**config.mk**
```make
export PLATFORM = sky130hd
export DESIGN_NAME = vga_music_seq
export DESIGN_NICKNAME = d
export VERILOG_FILES = /design/src/rtl/vga_music_seq.sv
export SDC_FILE = /design/constraint.sdc
export NUM_CORES = 1
export LEC_CHECK = 0
export ABC_AREA = 1
export BUFFER_PORTS_ARGS = -buffer_cell sky130_fd_sc_hd__buf_2
export CAP_MARGIN = 40
export CORE_MARGIN = 3
export CORE_UTILIZATION = 30
export DETAILED_ROUTE_END_ITERATION = 10
export PLACE_DENSITY = 0.51
export SLEW_MARGIN = 30
export SYNTH_ARGS = -nofsm -noshare
export SYNTH_HDL_FRONTEND = slang
export SYNTH_SLANG_ARGS = --single-unit
```
**constraint.sdc**
```tcl
create_clock -name clk -period 14.2 [get_ports clk]
set_input_delay 1.42 -clock clk [delete_from_list [all_inputs] [get_ports clk]]
set_output_delay 1.42 -clock clk [all_outputs]
set_load 0.1 [all_outputs]
```
**src/rtl/vga_music_seq.sv**
```systemverilog
// vga_music_seq
// Frame-synchronous multi-channel square-wave sequencer for the VGA demos.
// The beam position is the timebase. A line tick occurs at x==0, and a frame
// tick occurs at x==0 && y==0. Each channel plays its own writable step
// pattern of note divisors, and each note has a decaying envelope. The
// channels are summed into `level`, which is rendered as a 1-bit pulse
// on every scan line.
//
// Ports
//   clk, rst         pixel clock, asynchronous active-high reset
//   x, y             current beam column / row
//   start, stop      1-cycle pulses: play from step 0 / halt and silence
//   loop             1 = wrap after the last step, 0 = finish in DONE
//   speed            frames per step (0 behaves as 1)
//   decay            envelope decrement per frame
//   wr_en/wr_ch/wr_addr/wr_data   pattern RAM write port
//   sound            registered PWM audio bit
//   level            registered mixed amplitude
//   step             current step index
//   busy, done       registered state flags (PLAY / DONE)
module vga_music_seq #(
  parameter int NUM_CH    = 2,
  parameter int STEPS     = 16,
  parameter int X_W       = 10,
  parameter int Y_W       = 10,
  parameter int DIV_W     = 8,
  parameter int ENV_W     = 5,
  parameter int PWM_X0    = 256,
  parameter int PWM_SHIFT = 3
) (
  input  logic                     clk,
  input  logic                     rst,
  input  logic [X_W-1:0]           x,
  input  logic [Y_W-1:0]           y,
  input  logic                     start,
  input  logic                     stop,
  input  logic                     loop,
  input  logic [3:0]               speed,
  input  logic [ENV_W-1:0]         decay,
  input  logic                     wr_en,
  input  logic [1:0]               wr_ch,
  input  logic [$clog2(STEPS)-1:0] wr_addr,
  input  logic [DIV_W-1:0]         wr_data,
  output logic                     sound,
  output logic [ENV_W+1:0]         level,
  output logic [$clog2(STEPS)-1:0] step,
  output logic                     busy,
  output logic                     done
);

  localparam int SA_W  = $clog2(STEPS);
  localparam int LVL_W = ENV_W + 2;
  localparam int CMP_W = X_W + ENV_W + 2;
  localparam logic [ENV_W-1:0] ENV_MAX   = '1;
  localparam logic [SA_W-1:0]  LAST_STEP = SA_W'(STEPS - 1);

  typedef enum logic [1:0] {IDLE, PLAY, DONE} state_t;

  state_t             state_q, state_d;
  logic [SA_W-1:0]    step_q, step_d;
  logic [3:0]         frame_in_step_q, frame_in_step_d;
  logic [DIV_W-1:0]   cnt_q [NUM_CH];
  logic [DIV_W-1:0]   cnt_d [NUM_CH];
  logic [DIV_W-1:0]   div_cur_q [NUM_CH];
  logic [DIV_W-1:0]   div_cur_d [NUM_CH];
  logic [ENV_W-1:0]   env_q [NUM_CH];
  logic [ENV_W-1:0]   env_d [NUM_CH];
  logic [NUM_CH-1:0]  phase_q, phase_d;
  logic [DIV_W-1:0]   ram_q [NUM_CH][STEPS];
  logic [DIV_W-1:0]   ram_d [NUM_CH][STEPS];
  logic [LVL_W-1:0]   level_q, level_d;
  logic               sound_q, sound_d;
  logic               busy_q, busy_d;
  logic               done_q, done_d;

  logic               line_tick, frame_tick, load;
  logic [3:0]         speed_m1;
  logic [CMP_W-1:0]   x_ext, pwm_lo, pwm_hi;

  // Sequencer control: state, step index and frame-within-step counter.
  // stop beats start, and start always restarts at step 0 with a note load.
  always_comb begin
    line_tick       = (x == '0);
    frame_tick      = line_tick && (y == '0);
    speed_m1        = (speed == 4'd0) ? 4'd0 : speed - 4'd1;
    state_d         = state_q;
    step_d          = step_q;
    frame_in_step_d = frame_in_step_q;
    load            = 1'b0;
    if (stop) begin
      state_d         = IDLE;
      step_d          = '0;
      frame_in_step_d = '0;
    end else if (start) begin
      state_d         = PLAY;
      step_d          = '0;
      frame_in_step_d = '0;
      load            = 1'b1;
    end else if (state_q == PLAY && frame_tick) begin
      // >= rather than == so that lowering speed below the frames already
      // played ends the step now instead of waiting for the counter to wrap
      if (frame_in_step_q >= speed_m1) begin
        frame_in_step_d = '0;
        if (step_q == LAST_STEP) begin
          if (loop) begin
            step_d = '0;
            load   = 1'b1;
          end else begin
            state_d = DONE;
          end
        end else begin
          step_d = step_q + SA_W'(1);
          load   = 1'b1;
        end
      end else begin
        frame_in_step_d = frame_in_step_q + 4'd1;
      end
    end
  end

  // Per-channel voice: note latch, envelope and square-wave oscillator.
  // A step load wins over both the envelope decay and the oscillator update.
  always_comb begin
    for (int c = 0; c < NUM_CH; c++) begin
      div_cur_d[c] = div_cur_q[c];
      env_d[c]     = env_q[c];
      cnt_d[c]     = cnt_q[c];
      phase_d[c]   = phase_q[c];
      if (load) begin
        div_cur_d[c] = ram_q[c][step_d];
        env_d[c]     = ENV_MAX;
        cnt_d[c]     = '0;
        phase_d[c]   = 1'b0;
      end else begin
        if (frame_tick)
          env_d[c] = (env_q[c] > decay) ? env_q[c] - decay : '0;
        if (state_q == PLAY && line_tick) begin
          if (div_cur_q[c] == '0) begin
            cnt_d[c]   = '0;
            phase_d[c] = 1'b0;
          end else if (cnt_q[c] >= div_cur_q[c]) begin
            cnt_d[c]   = '0;
            phase_d[c] = ~phase_q[c];
          end else begin
            cnt_d[c] = cnt_q[c] + DIV_W'(1);
          end
        end
      end
    end
  end

  // Pattern RAM write port. Channel selects beyond NUM_CH match no row.
  always_comb begin
    for (int c = 0; c < NUM_CH; c++)
      for (int s = 0; s < STEPS; s++)
        ram_d[c][s] = (wr_en && int'(wr_ch) == c && int'(wr_addr) == s)
                      ? wr_data : ram_q[c][s];
  end

  // Mixer and line PWM. The pulse compare is widened so that
  // PWM_X0 + (level << PWM_SHIFT) cannot wrap.
  always_comb begin
    level_d = '0;
    if (state_q == PLAY)
      for (int c = 0; c < NUM_CH; c++)
        if (phase_q[c])
          level_d = level_d + LVL_W'(env_q[c]);
    x_ext   = CMP_W'(x);
    pwm_lo  = CMP_W'(PWM_X0);
    pwm_hi  = pwm_lo + (CMP_W'(level_q) << PWM_SHIFT);
    sound_d = (x_ext >= pwm_lo) && (x_ext < pwm_hi);
    busy_d  = (state_d == PLAY);
    done_d  = (state_d == DONE);
  end

  // State register. Reset clears everything, including the pattern RAM.
  always_ff @(posedge clk or posedge rst) begin
    if (rst) begin
      state_q         <= IDLE;
      step_q          <= '0;
      frame_in_step_q <= '0;
      phase_q         <= '0;
      level_q         <= '0;
      sound_q         <= 1'b0;
      busy_q          <= 1'b0;
      done_q          <= 1'b0;
      for (int c = 0; c < NUM_CH; c++) begin
        cnt_q[c]     <= '0;
        div_cur_q[c] <= '0;
        env_q[c]     <= '0;
        for (int s = 0; s < STEPS; s++)
          ram_q[c][s] <= '0;
      end
    end else begin
      state_q         <= state_d;
      step_q          <= step_d;
      frame_in_step_q <= frame_in_step_d;
      phase_q         <= phase_d;
      level_q         <= level_d;
      sound_q         <= sound_d;
      busy_q          <= busy_d;
      done_q          <= done_d;
      for (int c = 0; c < NUM_CH; c++) begin
        cnt_q[c]     <= cnt_d[c];
        div_cur_q[c] <= div_cur_d[c];
        env_q[c]     <= env_d[c];
        for (int s = 0; s < STEPS; s++)
          ram_q[c][s] <= ram_d[c][s];
      end
    end
  end

  assign sound = sound_q;
  assign level = level_q;
  assign step  = step_q;
  assign busy  = busy_q;
  assign done  = done_q;

endmodule
```
### After elaboration in Yosys (flattened, before gate mapping)

Cells that the tools add are included.

| storage, ports and cells | value |
|---|---|
| bits in registers | 320 |
| input port bits | 49 |
| output and inout port bits | 14 |
| word-level logic and storage cells | 194 |

| operators by class | value |
|---|---|
| add/sub/neg operators | 9 |
| order comparisons | 8 |
| eq/ne operators | 20 |
| mux-type cells | 55 |
| bitwise logic cells | 3 |
| reduce and logical (&&, ||, !) cells | 52 |

Operators with widths:

| operator | count |
|---|---|
| $mux 8 | 12 |
| $bmux 8 s4 | 2 |
| $mux 4 | 11 |
| $logic_and 1x1->1 | 38 |
| $eq 4x4->1 const B | 9 |
| $mux 5 | 7 |
| $mux 7 | 3 |
| $logic_not 10->1 | 2 |
| $add 8x1->8 const B | 2 |
| $eq 4x3->1 const B | 4 |
| $ge 8x8->1 | 2 |
| $logic_not 8->1 | 2 |
| $mux 1 | 14 |
| $mux 2 | 6 |
| $add 9x10->11 const A | 1 |
| $lt 10x11->1 | 1 |
| $ge 10x9->1 const B | 1 |
| $gt 5x5->1 | 2 |
| $sub 5x5->5 | 2 |
| $reduce_bool 3->1 | 3 |
| $add 4x1->4 const B | 2 |
| $eq 4x2->1 const B | 2 |
| $logic_not 4->1 | 2 |
| $add 7x5->7 | 1 |
| 11 further kinds | 16 |

### Logic depth before layout (Yosys ltp)

Gate-level depths: netlist (run 1).

| depth | value |
|---|---|
| word-level depth | 11 |
| depth in mapped cells | 22 |
| gate-level depth less buffers | 21 |

### Worst setup path after synthesis (run 1)

OpenSTA, ideal clock, no wires.

| timing path | value |
|---|---|
| path kind | input port to flip-flop |
| start | in speed[1] |
| end | reg div_cur_q[10] (netlist name) |
| library setup time | 0.066 ns |
| data arrival time | 3.662 ns |
| required time | 14.134 ns |
| path slack | 10.473 ns |
| cell stages on the path | 22 |
| buffers on the path | 2 |
| cell sequence | nor2_1 inv_1 a21oi_1 o21ai_0 ha_1 nand2_1 inv_1 nand3_1 nand3_1 nand2_1 o21ai_0 nand2_1 nand3_1 inv_1 buf_4 clkbuf_1 nand3_1 nand3_1 nand3_1 nand2_1 nand2_1 nand2_1 |

| between the ends | value |
|---|---|
| longest elaborated chain between the ends | 11 |
| elaborated cells on any way between the ends | 16 |
| classes of those cells | 1 x add/sub; 1 x order compare; 12 x mux; 1 x bitwise; 1 x reduce/logical |

RTL lines:

| what | RTL line | source |
|---|---|---|
| start, declared | 38 | `input logic [3:0] speed,` |
| $sub 4x1->4 / $logic_not 4->1 (equally long branches) | 85 | `speed_m1 = (speed == 4'd0) ? 4'd0 : speed - 4'd1;` |
| $mux 4 (*) | 85 |  |
| $ge 4x4->1 (*) | 102 | `if (frame_in_step_q >= speed_m1) begin` |
| $mux 4 | 102 |  |
| $mux 4 | 99 | `end else if (state_q == PLAY && frame_tick) begin` |
| $mux 4 | 94 | `end else if (start) begin` |
| $mux 4 | 90 | `if (stop) begin` |
| $not 4->5 (implied by the code) | 130 | `div_cur_d[c] = ram_q[c][step_d];` |
| $bmux 8 s4 | 130 |  |
| $mux 8 (implied by the code) (2 in series) | 130 |  |
| end signal, assigned by index | 205 | `div_cur_q[c] <= div_cur_d[c];` |
| end, declared | 64 | `logic [DIV_W-1:0] div_cur_q [NUM_CH];` |

Mark *: on every way between the ends. The rest lies on a longest branch, timed or not. The select of a mux whose other input is x is not followed.
A chain may end at the register's enable or synchronous reset.

### Worst setup path in the final report (run 1)

| timing path | value |
|---|---|
| start | in speed[1] |
| end | reg div_cur_q[11] (netlist name) |

The elaborated chain is that of the path after synthesis.

==> results of run 1 <==
[layout by cell type (no fill, tap or decap), types with 4 or more instances in the layout]
master,synthesis,final
inv_1,313,309
nand3b_1,48,48
dfrtp_1,319,319
clkinv_2,0,7
bufinv_16,0,7
nand2_1,594,593
clkbuf_16,0,37
clkinvlp_4,0,4
xor2_1,12,12
buf_4,11,16
nor2_1,49,49
buf_2,36,61
nand4_1,16,16
o21ai_0,279,279
nor2_2,4,4
inv_2,4,6
buf_16,0,7
nand2_2,4,4
clkbuf_1,77,4
nor3_1,18,16
ha_1,45,45
a31oi_1,4,4
clkbuf_8,0,5
nand3_1,325,324
a21oi_1,32,32
[metal layers]
layer	share of wire	wire length, um	vias up
met2	0.46	23050	317
met3	0.040	1993	99
met4	0.032	1581	0
met1	0.47	23440	7135
li1	-	-	7153
met5	0	0	-
[power breakdown]
part | switching [mW] | internal, mW | total, mW
sequential | 0.0727 | 1.03 | 1.10
combinational | 0.268 | 0.144 | 0.412
clock | 0.407 | 0.634 | 1.04
total | 0.748 | 1.81 | 2.55
[registers in the layout, summed over array words and instances, names as in the netlist]
name and flops:
env_q 10, frame_in_step_q 4, step 4, phase_q 2, level 6, cnt_q 16, ram_q 256, sound 1
state_q 2, busy 1, done 1, div_cur_q 16
[worst max-delay path: stages]
cell     delay [ps]
buf_2           100
nor2_1          160
inv_1            70
a21oi_1         160
o21ai_0         110
ha_1            280
nand2_1          40
inv_1            60
nand3_1          90
nand3_1         250
inv_1           130
nor2_4          210
nand2_1          80
nand2_1          80
nand3_2         450
inv_2           810
nand3_1         250
nand3_1         150
nand2_1          70
nand2_1          60
nand2_1          40
[final timing paths]
path | start | endpoint | slack [ps] | depth (start not counted)
max in group asynchronous | rst | ram_q[240] | 12030 | 4
worst min-delay path | ram_q[2] | ram_q[2] | 480 | 2
worst max register to register | frame_in_step_q[3] | div_cur_q[11] | 10550 | 15
worst min register to register | ram_q[2] | ram_q[2] | 480 | 2
worst max-delay path | speed[1] | div_cur_q[11] | 9530 | 21
min in group asynchronous | rst | frame_in_step_q[2] | 870 | 2
[logic make-up after synthesis]
group,synth area share
compound gates,0.1009
fa+ha+maj,0.03665
flops,0.4695
simple gates,0.2817
other cells,0.0002206
xor+xnor,0.006697
buf+inv,0.1043
[cell type report]
| cell class | count | area share |
|---|---|---|
| clock buffers | 46 | 0.05208 |
| clock inverters | 20 | 0.01510 |
| inverters | 320 | 0.06260 |
| multi-input cells | 1468 | 0.3757 |
| flip-flops and latches | 319 | 0.4117 |
| well taps | 748 | 0.04827 |
| repair buffers | 87 | 0.03453 |
==> flow_metrics.tcl, run 1 <==
set metrics [dict create \
    power.density_mw_per_mm2 131.7 \
    pre_cts_ws_ps 8977 \
    dr.pass1.iters 5 \
    routed_wl_um 50060 \
    dp_hpwl_um 32930 \
    power.total_mw 2.554 \
    holdCritPathClass "reg -> reg" \
    route.detailed.drc 0 \
    grt.busiest_layer "met2" \
    path_class "in -> reg" \
    grtUsageTotal 0.1693 \
    endpoint_kind "flop" \
    hold_buffers 0 \
    antenna_left 0 \
    rows 86 \
    grt_pass1_wl_um 81080 \
    yosys.area.top_type "dfrtp_1" \
    ir_worst_vdd_uv 76.55 \
    synth_cells 2234 \
    drtIter0Drc 1024 \
    worstMarginPinSlew_ps 803.2 \
    setup-violations-final 0 \
    cts_tree "yes" \
    fin_crit_sh 0.3290 \
    synth-edff-count 0 \
    vias 14700 \
    fin_crit_ps 4672 \
    ys_warn_count 0 \
    design.portCount 63 \
    gp_congestion 0.8292 \
    status "complete, no violations" \
    initial_core_util 0.3056 \
    port_buffers 61 \
    ys_top_cells_by_area "dfrtp_1 (47%), nand2_1 (13%), nand3_1 (9.6%)" \
    detail_route.vias_per_cell 4.888 \
    hold_viol_final 0 \
    utilization 0.3485 \
    postLayoutCellArea_sq_mm 0.01939 \
    finalNonFillerCells 3008 \
    fin_hold_ws_ps 476.3 \
    final_nets 2330 \
    rsz0062_at_grt "false" \
    antenna_found_initial 0 \
    die_x_um 244.1 \
    root_buffer "clkbuf_16" \
    grt_pass1_vias 14450 \
    critPathMaxFanout 33 \
    synth.avg_cell_area_sq_um 7.611 \
    cp-start-kind "input port" \
    seqCellArea_sq_mm 0.007983 \
    drive_gt1_frac 0.08142 \
    placed_area_sq_mm 0.01806 \
    grtUsageMet1 0.2321 \
    die_area_sq_mm 0.05957 \
    clk_latency_ps 550 \
    setup_tns_ps 0 \
    cts_max_level 2 \
    synthArstFlopShare 1.000 \
    grt_max_degree 105 \
    synth_most_common_cell "nand2_1" \
    setup_slack_ps 9528 \
    post_cts_resized 0 \
    netlist_area_sq_mm 0.01700 \
    cts_setup_buffers 0 \
    multi_input_area_sq_mm 0.007283 \
    p_leak_nw 9.425 \
    required_ps 14650 \
    drv_cap 0 \
    syn-num-nets 2331 \
    grt.met3_usage 0.02204 \
    fill_cells 5898 \
    ys_types 47 \
    cts_buffers 37 \
    clock_sinks 319 \
    ys_top_cells_by_count "nand2_1 (594), nand3_1 (325), dfrtp_1 (319)" \
    yosysSeqAreaShare 0.4695 \
    dp_cells 2941 \
    clk_path_buf_depth 3 \
    synth_seq_cells 319 \
    clkSlewWorstSetupHoldPaths_ps 60 \
    fmax_mhz 214.0 \
    yosys_most_used_dff "dfrtp_1" \
    skew_ps 13.96 \
    syn2layout_area_growth_pct 14.03 \
    wl_per_cell_um 16.64 \
    crit_arrival_ps 5120 \
    netlist.area_leader.share 0.4695 \
    max_slew_margin 0.4646 \
    drv_slew 0 \
    grt_overflow 0 \
    use_met2 0.2740 \
    die_h_um 244.1 \
    coreArea_sq_mm 0.05563 \
    antenna_cells 0 \
]
Note: power is estimated with default switching activity, not from simulation.
==> inputs of run 2 (changes only) <==
- clock period: 14.2 -> 4.7 ns (I/O delays scaled with it)
==> run 2 against run 1 <==
- critical path depth unchanged
- core utilization about the same
- sequential cell count unchanged
- clock skew increased by 16 ps
- setup slack got worse by 8000 ps
- sequential share of layout area about the same
==> flow_metrics.tcl, run 2 (synthesized netlist as in run 1, its figures left out) <==
set metrics [dict create \
    wl_per_cell_um 17.64 \
    largestRegisters "ram_q x256, cnt_q x16, div_cur_q x16" \
    ir_worst_vdd_uv 244.4 \
    skew_ps 30.08 \
    rows 86 \
    endpoint_kind "flop" \
    initial_core_util 0.3056 \
    fin_crit_sh 0.6754 \
    die_area_sq_mm 0.05957 \
    postLayoutCellArea_sq_mm 0.01936 \
    grt_max_degree 138 \
    largest_reg_flops 256 \
    setup_slack_ps 1526 \
    cp-start-kind "input port" \
    clkSlewWorstSetupHoldPaths_ps 60 \
    clock_sinks 319 \
    final_nets 2336 \
    die_x_um 244.1 \
    port_buffers 61 \
    gp_congestion 0.8616 \
    post_cts_resized 0 \
    pwr-share-clk 0.401 \
    seqPwrFrac 0.432 \
    antenna_cells 0 \
    power.internal_mw 5.399 \
    cts_max_level 2 \
    die_h_um 244.1 \
    cts_setup_buffers 0 \
    clk_path_buf_depth 3 \
    drv_cap 0 \
    power.total_mw 7.700 \
    vias 14880 \
    root_buffer "clkbuf_16" \
    syn2layout_area_growth_pct 13.89 \
    drv_slew 0 \
    finalNonFillerCells 3014 \
    top_register "ram_q" \
    coreArea_sq_mm 0.05563 \
    final_common_cell "nand2_1" \
    hold_viol_final 0 \
    routed_wl_um 53160 \
    drive_gt1_frac 0.08297 \
    antenna_found_initial 0 \
    critPathMaxFanout 33 \
    drtIter0Drc 1256 \
    multi_input_area_sq_mm 0.007289 \
    setup-violations-final 0 \
    rsz0062_at_grt "false" \
    holdCritPathClass "in -> reg" \
    worstMarginPinSlew_ps 826.0 \
    grt_overflow 0 \
    grt_pass1_vias 14310 \
    grt_pass1_wl_um 84060 \
    design.portCount 63 \
    fill_cells 5944 \
    grtUsageTotal 0.1781 \
    required_ps 5150 \
    clk_latency_ps 560 \
    sw_frac_of_total 0.2988 \
    route.detailed.drc 0 \
    dr.pass1.iters 5 \
    antenna_left 0 \
    cts_buffers 39 \
    fmax_mhz 315.0 \
    combPwrFrac 0.167 \
    crit_arrival_ps 3620 \
    placed_area_sq_mm 0.01805 \
    max_slew_margin 0.4493 \
    dp_cells 2944 \
    net-switching-power_mw 2.301 \
    seqCellArea_sq_mm 0.007983 \
    pre_cts_ws_ps 937.2 \
    dp_hpwl_um 35310 \
    power.density_mw_per_mm2 397.6 \
    mostFrequentLayoutCells "nand2_1 (593), nand3_1 (324), dfrtp_1 (319)" \
    path_class "in -> reg" \
    p_leak_nw 9.426 \
    fin_hold_ws_ps 161.3 \
    detail_route.vias_per_cell 4.938 \
    cts_tree "yes" \
    fin_crit_ps 3174 \
    status "complete, no violations" \
]
==> run 2: changes by cell type in the layout (fill, tap and decap cells not counted), moves of 3 or more <==
cell / change
inv_1: -3
buf_16: -6
bufinv_16: -5
buf_12: +5
clkinvlp_4: -3
clkbuf_8: +7
buf_4: +3
clkbuf_16: +3
==> run 2: cell type report <==
type | count | share of cell area
Clock buffer | 58 | 0.06138
Clock inverter | 10 | 0.005944
Inverter | 320 | 0.06235
Multi-Input combinational cell | 1468 | 0.3764
Sequential cell | 319 | 0.4122
Tap cell | 748 | 0.04833
Timing Repair Buffer | 91 | 0.03334
==> run 2: worst paths after layout <==
path,from,endpoint,slack (ps),cells after the start
worst max register to register,frame_in_step_q[3],div_cur_q[1],1540,14
worst min-delay path,wr_data[7],ram_q[255],160,3
worst max-delay path,speed[1],div_cur_q[2],1530,21
max in group asynchronous,rst,ram_q[164],3290,4
worst min register to register,ram_q[213],ram_q[213],480,2
min in group asynchronous,rst,frame_in_step_q[2],380,3
==> run 2: power by group through the flow <==
stage | logic (mW) | registers (mW) | clock network [mW]
6_report | 1.28 | 3.33 | 3.09
5_1_grt | 1.48 | 3.37 | 3.27
4_1_cts | 1.30 | 3.32 | 3.16
3_5_place_dp | 1.30 | 3.37 | 0
3_3_place_gp | 1.27 | 3.36 | 0
2_1_floorplan | 0.839 | 3.41 | 0
==> run 2: critical path, cell delays in order <==
cell	delay, ps
buf_2	110
nor2_1	160
inv_1	70
a21oi_1	150
o21ai_0	110
ha_1	280
nand2_1	40
inv_1	60
nand3_1	80
nand3_1	260
inv_1	140
nor2_4	210
nand2_1	70
nand2_1	70
nand3_2	260
inv_2	600
nand3_1	160
nand3_1	140
nand2_1	70
nand2_1	50
nand2_1	50
==> run 2: what timing repair did <==
item,in CTS,in global routing
endpoints found under the setup margin,0,0
hold buffers,1,0
hold endpoints to repair,2,0
==> run 2: metrics by stage <==
| step | TNS, ps | util |
|---|---|---|
| floorplan | -7276 | - |
| global placement | 0 | 0.3235 |
| detailed placement | 0 | 0.3244 |
| CTS | 0 | 0.3480 |
| global route | 0 | 0.3481 |
| finish | 0 | 0.3481 |
==> run 2: per-layer routing <==
metal / routed length (um) / vias up / share of wire / track usage
met4: 1682 / 0 / 0.032 / 0.06289
met3: 2779 / 82 / 0.052 / 0.02533
met1: 25040 / 7224 / 0.47 / 0.2527
met2: 23650 / 396 / 0.44 / 0.2774
met5: 0 / - / 0 / 0
li1: - / 7182 / - / -
==> inputs of run 3 (changes only) <==
- PLACE_DENSITY: 0.51 -> 0.52
- clock period: 4.7 -> 2.8 ns (I/O delays scaled with it)
==> run 3 against run 2 <==
- sequential share of layout area down 1.2 points
- combinational power grew 71%
- global-route usage shrank 0.95 points
- via count down 1.0%
- clock-buffer cell count decreased by 3
- hold slack got worse by 140 ps
- register-to-register slack got worse by 1300 ps
- cell count is 1.7% higher
- die area stayed put
- setup slack got worse by 1300 ps
- non-clock buffer count grew 57
- first-iteration DRC count down 14%
- largest cell class unchanged
- highest routed layer unchanged
==> flow_metrics.tcl, run 3 (synthesized netlist as in run 1, its figures left out) <==
set metrics [dict create \
    grtUsageTotal 0.1686 \
    endpoint_kind "flop" \
    drv_cap 0 \
    grt_pass1_wl_um 80500 \
    final_nets 2391 \
    power.density_mw_per_mm2 632.7 \
    clk_path_buf_depth 3 \
    r2r-start "frame_in_step_q[3]" \
    drv_slew 0 \
    gp_congestion 0.8714 \
    drive_gt1_frac 0.1009 \
    fin_crit_sh 0.9192 \
    clk_latency_ps 530 \
    rows 86 \
    critPathMaxFanout 32 \
    die_h_um 244.1 \
    cts_setup_buffers 0 \
    mostFrequentLayoutCells "nand2_1 (593), nand3_1 (323), dfrtp_1 (319)" \
    cp-start-kind "flop" \
    antenna_cells 0 \
    holdCritPathClass "in -> reg" \
    worst-r2r-setup-slack_ps 230 \
    cp-startpoint "frame_in_step_q[3]" \
    top_register "ram_q" \
    p_leak_nw 9.746 \
    design.portCount 63 \
    utilization 0.3587 \
    setup_slack_ps 226.3 \
    die_x_um 244.1 \
    pre_cts_ws_ps -280.3 \
    wl_per_cell_um 16.45 \
    route.detailed.drc 0 \
    largestRegisters "ram_q x256, cnt_q x16, div_cur_q x16" \
    cts_buffers 37 \
    root_buffer "clkbuf_16" \
    antenna_found_initial 0 \
    crit_arrival_ps 3000 \
    worst_path_max_delay_cell "dfrtp_1" \
    routed_wl_um 50430 \
    coreArea_sq_mm 0.05563 \
    ir_worst_vdd_uv 412.9 \
    detail_route.vias_per_cell 4.804 \
    fmax_mhz 388.5 \
    path_class "reg -> reg" \
    hold_viol_final 0 \
    power.total_mw 12.63 \
    max_slew_margin 0.5642 \
    largest_reg_flops 256 \
    clock_sinks 319 \
    clkSlewWorstSetupHoldPaths_ps 60 \
    dp_cells 2998 \
    grt_overflow 0 \
    hp-start "wr_data[3]" \
    drtIter0Drc 1086 \
    dr.pass1.iters 7 \
    grt_max_degree 105 \
    cts_tree "yes" \
    placed_area_sq_mm 0.01868 \
    cts_max_level 2 \
    required_ps 3230 \
    antenna_left 0 \
    die_area_sq_mm 0.05957 \
    finalNonFillerCells 3066 \
    syn2layout_area_growth_pct 17.37 \
    skew_ps 16.38 \
    vias 14730 \
    setup-violations-final 0 \
    slowest_delay_ps 420 \
    dp_hpwl_um 34340 \
    port_buffers 61 \
    postLayoutCellArea_sq_mm 0.01996 \
    initial_core_util 0.3056 \
    fin_crit_ps 2574 \
    grt_pass1_vias 14270 \
    cp_common_cell "nand2_1" \
    worstMarginPinSlew_ps 647.8 \
    status "complete, no violations" \
    final_common_cell "nand2_1" \
    crit_path_cell_trace "ha_1 -> nand2_1 -> inv_1 -> nand3_1 -> nand3_2 -> nand2_1 -> o21ai_0 -> nand2_1 -> nand3_2 -> buf_12 -> nand3_1 -> nand3_1 -> nand3_1 -> nand2_1 -> nand2_1 -> nand2_1" \
]
[run 3: cell count changes in the layout (fill, tap and decap cells not counted), moves of 3 or more]
cell / change
clkbuf_8: -5
buf_4: +33
inv_1: +4
clkbuf_1: +3
inv_2: -3
buf_12: +22
dlygate4sd3_1: +4
[run 3: through the flow]
step / setup TNS, ps / hold WS, ps
finish: 0 / 16.36
global route: -9.983 / 18.64
CTS: 0 / 2.114
detailed placement: -3204 / 330.2
global placement: -3630 / 326.0
floorplan: -553740 / 401.0
[run 3: power by group]
part | switching [mW] | internal [mW]
Combinational | 1.42 | 0.772
Clock | 1.94 | 2.91
Sequential | 0.369 | 5.22
Total | 3.73 | 8.90
[run 3: path summary, 6_finish.rpt]
path	end	cells past startpoint
worst max register to register	div_cur_q[5]	16
worst min-delay path	ram_q[251]	3
min in group asynchronous	ram_q[104]	3
worst min register to register	ram_q[7]	2
worst max-delay path	div_cur_q[5]	16
max in group asynchronous	ram_q[186]	4
[run 3: timing repair]
item                                   4_1_cts  5_1_grt
setup endpoints to repair                    0       16
resized for setup                            0        5
hold buffers                                 5        0
endpoints found under the hold margin       14        0
[run 3: layout make-up]
class                   instances  area [sq um]
well taps                     748         935.9
fillers                      5840         35680
clock buffers                  55          1106
inverters                     320          1210
clock inverters                 8         97.59
multi-input cells            1468          7286
repair buffers                148          1338
flip-flops and latches        319          7983
[run 3: critical path, delay by kind of cell (launching register included)]
kind,cells,cell delay [ps]
simple gates,12,1310
flops,1,420
fa+ha+maj,1,330
buf+inv,2,300
compound gates,1,70
[run 3: metal layers]
metal,part of all wire,global-route usage,wire length [um],up-vias
met2,0.46,0.2726,23070,395
met4,0.030,0.05625,1529,0
met5,0,0,0,-
li1,-,-,-,7276
met1,0.46,0.2330,23390,6970
met3,0.048,0.02270,2438,88
